`src/rtl/lif_event_scheduler.sv`:
```
// lif_event_scheduler
// Time-multiplexed sequencer for one leaky-integrate-and-fire membrane.
// A round-robin arbiter picks weighted spike events from NUM_REQ requesters.
// Timestep leak operations are interleaved with those events.
// Each accumulate or leak passes through a threshold check, which can fire
// a one-cycle postsynaptic spike.
// Optional feature: define LIF_REFRACTORY_EN to add a refractory period
// after each fire. During that period events are accepted and discarded,
// and ticks count the period down.
//
// state     | meaning
// S_IDLE    | arbitrate: pending tick -> leak, else grant an event
// S_ACC     | saturating add of the latched weight into the membrane
// S_LEAK    | floor-at-zero subtraction of leak_factor
// S_CHECK   | compare against THRESHOLD, fire and reset membrane if reached
// S_REFRACT | (LIF_REFRACTORY_EN only) drain events, count ticks down to idle
module lif_event_scheduler #(
  parameter int NUM_REQ        = 4,
  parameter int MEMBRANE_WIDTH = 16,
  parameter int WEIGHT_WIDTH   = 8,
  parameter int LEAK_WIDTH     = 8,
  parameter logic [MEMBRANE_WIDTH-1:0] THRESHOLD = 16'h8000,
  parameter logic [MEMBRANE_WIDTH-1:0] RESET_VAL = 16'h0000,
  parameter int REFRACT_TICKS  = 2
) (
  input  logic                             clk,
  input  logic                             rst_n,
  input  logic [NUM_REQ-1:0]               req_valid,
  input  logic [NUM_REQ*WEIGHT_WIDTH-1:0]  req_weight,
  output logic [NUM_REQ-1:0]               req_ready,
  input  logic                             tick,
  input  logic [LEAK_WIDTH-1:0]            leak_factor,
  output logic [MEMBRANE_WIDTH-1:0]        membrane,
  output logic                             spike_out,
  output logic                             busy,
  output logic                             tick_overrun
);

  localparam int IDX_W = $clog2(NUM_REQ);

  if (NUM_REQ < 2 || NUM_REQ > 16 || REFRACT_TICKS < 1 ||
      MEMBRANE_WIDTH <= WEIGHT_WIDTH || MEMBRANE_WIDTH <= LEAK_WIDTH) begin : g_bad_cfg
    $error("lif_event_scheduler: unsupported parameter combination");
  end

`ifdef LIF_REFRACTORY_EN
  localparam int CNT_W = $clog2(REFRACT_TICKS + 1);
  typedef enum logic [2:0] {S_IDLE, S_ACC, S_LEAK, S_CHECK, S_REFRACT} state_t;
  logic [CNT_W-1:0] refract_cnt;
`else
  typedef enum logic [1:0] {S_IDLE, S_ACC, S_LEAK, S_CHECK} state_t;
`endif

  state_t                    state;
  logic [IDX_W-1:0]          rr_ptr;
  logic                      tick_pending;
  logic [WEIGHT_WIDTH-1:0]   weight_q;

  logic                      grant_found;
  logic [IDX_W-1:0]          grant_idx;
  logic [IDX_W:0]            cand;
  logic [WEIGHT_WIDTH-1:0]   grant_weight;
  logic                      grant_open;
  logic                      pend_track;
  logic [IDX_W-1:0]          rr_next;
  logic [MEMBRANE_WIDTH:0]   acc_sum;
  logic [MEMBRANE_WIDTH-1:0] acc_sat;
  logic [MEMBRANE_WIDTH-1:0] leak_ext;
  logic [MEMBRANE_WIDTH-1:0] leak_res;

  // Round-robin search: first valid requester at or after rr_ptr, wrapping.
  always_comb begin
    grant_found = 1'b0;
    grant_idx   = '0;
    cand        = '0;
    for (int k = 0; k < NUM_REQ; k++) begin
      cand = {1'b0, rr_ptr} + (IDX_W+1)'(k);
      if (cand >= (IDX_W+1)'(NUM_REQ)) cand = cand - (IDX_W+1)'(NUM_REQ);
      if (!grant_found && req_valid[cand[IDX_W-1:0]]) begin
        grant_found = 1'b1;
        grant_idx   = cand[IDX_W-1:0];
      end
    end
  end

  // Weight of the requester that wins this cycle.
  always_comb begin
    grant_weight = '0;
    for (int k = 0; k < NUM_REQ; k++) begin
      if (grant_idx == IDX_W'(k)) grant_weight = req_weight[k*WEIGHT_WIDTH +: WEIGHT_WIDTH];
    end
  end

  // A tick seen in idle already wins over events, so the leak is never
  // delayed behind an event that arrives in the same cycle.
`ifdef LIF_REFRACTORY_EN
  assign grant_open = (state == S_IDLE && !tick_pending && !tick) || (state == S_REFRACT);
  assign pend_track = (state != S_REFRACT);
`else
  assign grant_open = (state == S_IDLE) && !tick_pending && !tick;
  assign pend_track = 1'b1;
`endif

  // One-hot grant, held low while reset is asserted.
  always_comb begin
    req_ready = '0;
    if (rst_n && grant_open && grant_found) req_ready[grant_idx] = 1'b1;
  end

  assign rr_next  = (grant_idx == IDX_W'(NUM_REQ-1)) ? '0 : grant_idx + IDX_W'(1);
  assign acc_sum  = {1'b0, membrane} + {{(MEMBRANE_WIDTH+1-WEIGHT_WIDTH){1'b0}}, weight_q};
  assign acc_sat  = acc_sum[MEMBRANE_WIDTH] ? '1 : acc_sum[MEMBRANE_WIDTH-1:0];
  assign leak_ext = {{(MEMBRANE_WIDTH-LEAK_WIDTH){1'b0}}, leak_factor};
  assign leak_res = (membrane > leak_ext) ? membrane - leak_ext : '0;
  assign busy     = (state != S_IDLE);

  // Sequencer, membrane register and tick bookkeeping.
  always_ff @(posedge clk or negedge rst_n) begin
    if (!rst_n) begin
      state        <= S_IDLE;
      membrane     <= RESET_VAL;
      spike_out    <= 1'b0;
      tick_pending <= 1'b0;
      tick_overrun <= 1'b0;
      rr_ptr       <= '0;
      weight_q     <= '0;
`ifdef LIF_REFRACTORY_EN
      refract_cnt  <= '0;
`endif
    end else begin
      spike_out <= 1'b0;
      if (pend_track) begin
        if (tick && tick_pending) tick_overrun <= 1'b1;
        if (tick) tick_pending <= 1'b1;
      end
      case (state)
        S_IDLE: begin
          if (tick_pending || tick) begin
            // The tick that triggers this leak is consumed here; only a
            // fresh tick on top of an already pending one re-arms.
            tick_pending <= tick_pending && tick;
            state        <= S_LEAK;
          end else if (grant_found) begin
            weight_q <= grant_weight;
            rr_ptr   <= rr_next;
            state    <= S_ACC;
          end
        end
        S_ACC: begin
          membrane <= acc_sat;
          state    <= S_CHECK;
        end
        S_LEAK: begin
          membrane <= leak_res;
          state    <= S_CHECK;
        end
        S_CHECK: begin
          if (membrane >= THRESHOLD) begin
            membrane  <= RESET_VAL;
            spike_out <= 1'b1;
`ifdef LIF_REFRACTORY_EN
            refract_cnt <= CNT_W'(REFRACT_TICKS);
            state       <= S_REFRACT;
`else
            state       <= S_IDLE;
`endif
          end else begin
            state <= S_IDLE;
          end
        end
`ifdef LIF_REFRACTORY_EN
        S_REFRACT: begin
          if (grant_found) rr_ptr <= rr_next;
          if (refract_cnt == '0) state <= S_IDLE;
          else if (tick) refract_cnt <= refract_cnt - CNT_W'(1);
        end
`endif
        default: state <= S_IDLE;
      endcase
    end
  end

endmodule
```
`config.mk`:
```
export PLATFORM = sky130hd
export DESIGN_NAME = lif_event_scheduler
export DESIGN_NICKNAME = d
export VERILOG_FILES = /design/src/rtl/lif_event_scheduler.sv
export SDC_FILE = /design/constraint.sdc
export NUM_CORES = 1
export LEC_CHECK = 0
export CAP_MARGIN = 20
export CORE_ASPECT_RATIO = 1.5
export CORE_MARGIN = 10
export CORE_UTILIZATION = 51
export CTS_CLUSTER_DIAMETER = 150
export CTS_CLUSTER_SIZE = 12
export DETAILED_ROUTE_END_ITERATION = 12
export PLACE_DENSITY = 0.91
export SYNTH_ARGS = -nofsm -noshare
export SYNTH_HDL_FRONTEND = slang
export SYNTH_SLANG_ARGS = --single-unit
```
`constraint.sdc`:
```
create_clock -name clk -period 2.9 [get_ports clk]
set_clock_uncertainty 0.2 [all_clocks]
set_input_delay 0.435 -clock clk [delete_from_list [all_inputs] [get_ports clk]]
set_output_delay 0.435 -clock clk [all_outputs]
set_load 0.02 [all_outputs]
```
==> run summary <==
P_leak = 0.00180 uW
Cell Rows = 33
GRT overflow = 0
Syn nets = 424
Total Nets Final = 537
Fin crit share = 97.6%
Status = complete, no violations
Count of cell types in the netlist = 61
Sequential power share = 16.5%
Hold_buf cts = 0
Clock Power Share = 9.2%
Worst setup EP type = flop
Starting Density = 52.7%
CTS Buffer Depth = 2
Worst Max-Slew Pin Slew = 0.557 ns
Clk slew on worst S/H paths = 0.09 ns
Synth Warn # = 0
Maxcap violations = 0
Slew Viols, Final = 0
IO Count = 70
Detailed Route Iter0 Violations = 260
CP Data Arrival Time = 2.84 ns
Vias/cell = 6.22
Synth Cell Area = 0.00289 sq mm
Post-Synthesis Cells = 351
Int Pwr = 2700 uW
Synth top area cells = dfrtp_1, ha_1, a21oi_1
Critical path class = in -> reg
Comb pwr share = 74.4%
Total track usage = 20.5%
Root buffer cell = clkbuf_8
Crit path capture = membrane[9]$_DFFE_PN0P_
Maximum vdd drop = 0.567 mV
RSZ-0062 raised after global routing = false
Placed insts = 526
Peak fanout along the critical path = 3
Pin count of the biggest net entering global routing = 32
Fin cells = 535
Commonest cells in the netlist = a21oi_1, dfrtp_1, o21ai_0
Worst Setup SP = leak_factor[0]
Routed Antenna Nets = 0
Inserted Clock Buffers = 5
Final Util = 74.9%
I/O Buffers = 69
Top-count cell post-synth = a21oi_1
Fmax = 0.353 GHz
R2R setup slack = 0.11 ns
Ys async rst share = 100%
Switching share of power = 47.5%
DR top layer = met4
Reg2reg path depth = 8
P per Cell Area = 1250 mW/mm^2
Syn-to-layout area delta = 42.2%
CTS sink cnt = 31
Path type of the worst min-delay path = reg -> reg
Antenna violations before repair = 0
DRC = 0
Fillers = 391
Routed WL = 9.62 mm
Post-synth top area share = 26.8%
Vias = 3328
Core area = 0.00549 sq mm
First-pass iteration count of the detailed router = 7
Ant. Diodes = 0
Die W = 81.5 microns
Die area = 0.00915 sq mm
Synthesis-stage register bit count = 31
Synth Area per Inst = 8.24 sq um
NetSw = 2440 uW
Post-synth EDFFs = 0
Clock tree from TritonCTS = built
Req. time, crit path = 2.91 ns
Final hold vios = 0
Detail Placement HPWL = 7.30 mm
WL per Instance = 18.0 microns
Min Tclk post-route = 2.83 ns
WL met2 = 4.96 mm
Slew HR = 62.5%
Synth Flop Type = dfrtp_1
Die H = 112 microns
Wl on met1 = 3.36 mm
Reg-to-Reg End = membrane[10]$_DFFE_PN0P_
Setup violators final = 0
Fraction of layout cells with a size suffix above 1 = 18.9%
Startpoint Class = primary input
Post-synthesis sequential area ratio = 26.8%
Total power = 5140 uW
Post-synth top area cell = dfrtp_1
R2R Path Start = membrane[0]$_DFFE_PN0P_
First-pass GRT wire length = 15.4 mm
Placer Congestion = 0.938
Met3 Routed Length = 899 microns
Vias in the first global route = 3561
Clk Latency, worst-skew pair = 0.31 ns
H-tree depth = 2
## timing repair
action,4_1_cts,5_1_grt
setup buffers,0,1
gates resized for setup,5,17
setup endpoints to repair,7,21
pin swaps,0,1
## kinds of logic (layout without fill, tap and decap cells)
family,count (synthesis),count (layout),share of synthesized area (%)
flops,31,31,26.8
xor+xnor,9,9,2.73
mux,5,5,1.82
fa+ha+maj,26,26,11.8
buf+inv,33,147,5.28
compound gates,126,126,29.3
simple gates,121,121,22.3
## cells in the final DEF (no fill, tap or decap), types with 15 or more instances in the layout
cell | synthesis | routed
clkdlybuf4s50_1 | 0 | 63
buf_4 | 1 | 49
a21oi_1 | 40 | 39
dfrtp_1 | 31 | 31
o21ai_0 | 25 | 25
nor2_1 | 24 | 24
ha_1 | 24 | 22
inv_1 | 21 | 21
nor3_1 | 18 | 17
nand2_1 | 16 | 15
## state kept, by name, indices dropped and copies added (netlist names)
signal and count:
membrane 16, rr_ptr 2, tick_pending 1, weight_q 8, spike_out 1, state 2
tick_overrun 1
## metrics by stage
| step | hold WS (ns) | instance area [sq um] | TNS, ns | setup slack [ns] |
|---|---|---|---|---|
| detailed placement | 0.261 | 3960 | -4.76 | -0.321 |
| finish | 0.279 | 4110 | 0 | 0.0708 |
| floorplan | -0.0606 | 2890 | 0 | 0.118 |
| global route | 0.304 | 4110 | 0 | 0.00547 |
| CTS | 0.284 | 4070 | 0 | 0.0301 |
| global placement | 0.264 | 3960 | -2.77 | -0.223 |
## final cells by class
type / count / area [sq um] / share of cell area, %
flip-flops and latches: 31 / 776 / 18.9
clock inverters: 2 / 35.0 / 0.852
repair buffers: 118 / 1050 / 25.5
inverters: 21 / 78.8 / 1.92
multi-input cells: 287 / 2010 / 48.8
well taps: 70 / 87.6 / 2.13
clock buffers: 6 / 82.6 / 2.01
## worst max-delay path: stages
cell and delay, ns:
clkdlybuf4s50_1 0.43, ha_1 0.23, fa_2 0.36, nor2b_2 0.18
o31a_2 0.17, o22ai_2 0.10, o21a_4 0.23, or4_2 0.60
o211ai_1 0.10
## how the worst min path moves through the flow
stage,from,end,slack [ns],cells past startpoint
floorplan,rst_n,membrane[0]$_DFFE_PN0P_,-0.06,0
global route,tick_overrun$_DFFE_PN0P_,tick_overrun$_DFFE_PN0P_,0.30,1
detailed placement,tick_overrun$_DFFE_PN0P_,tick_overrun$_DFFE_PN0P_,0.26,1
finish,tick_overrun$_DFFE_PN0P_,tick_overrun$_DFFE_PN0P_,0.28,1
global placement,tick_overrun$_DFFE_PN0P_,tick_overrun$_DFFE_PN0P_,0.26,1
CTS,tick_overrun$_DFFE_PN0P_,tick_overrun$_DFFE_PN0P_,0.28,1
## routing by layer
metal | vias to the layer above | GRT usage (%)
li1 | 1550 | -
met1 | 1544 | 19.3
met2 | 191 | 36.1
met3 | 43 | 6.39
met4 | 0 | 13.9
met5 | - | 0
## power by group through the flow
stage               logic (uW)  registers, uW  clock network [uW]
CTS                       3670            839                 468
floorplan                 2230            936                   0
global route              4160            878                 484
global placement          3510            834                   0
finish                    3820            847                 470
detailed placement        3610            849                   0
Note: power is estimated with default switching activity, not from simulation.
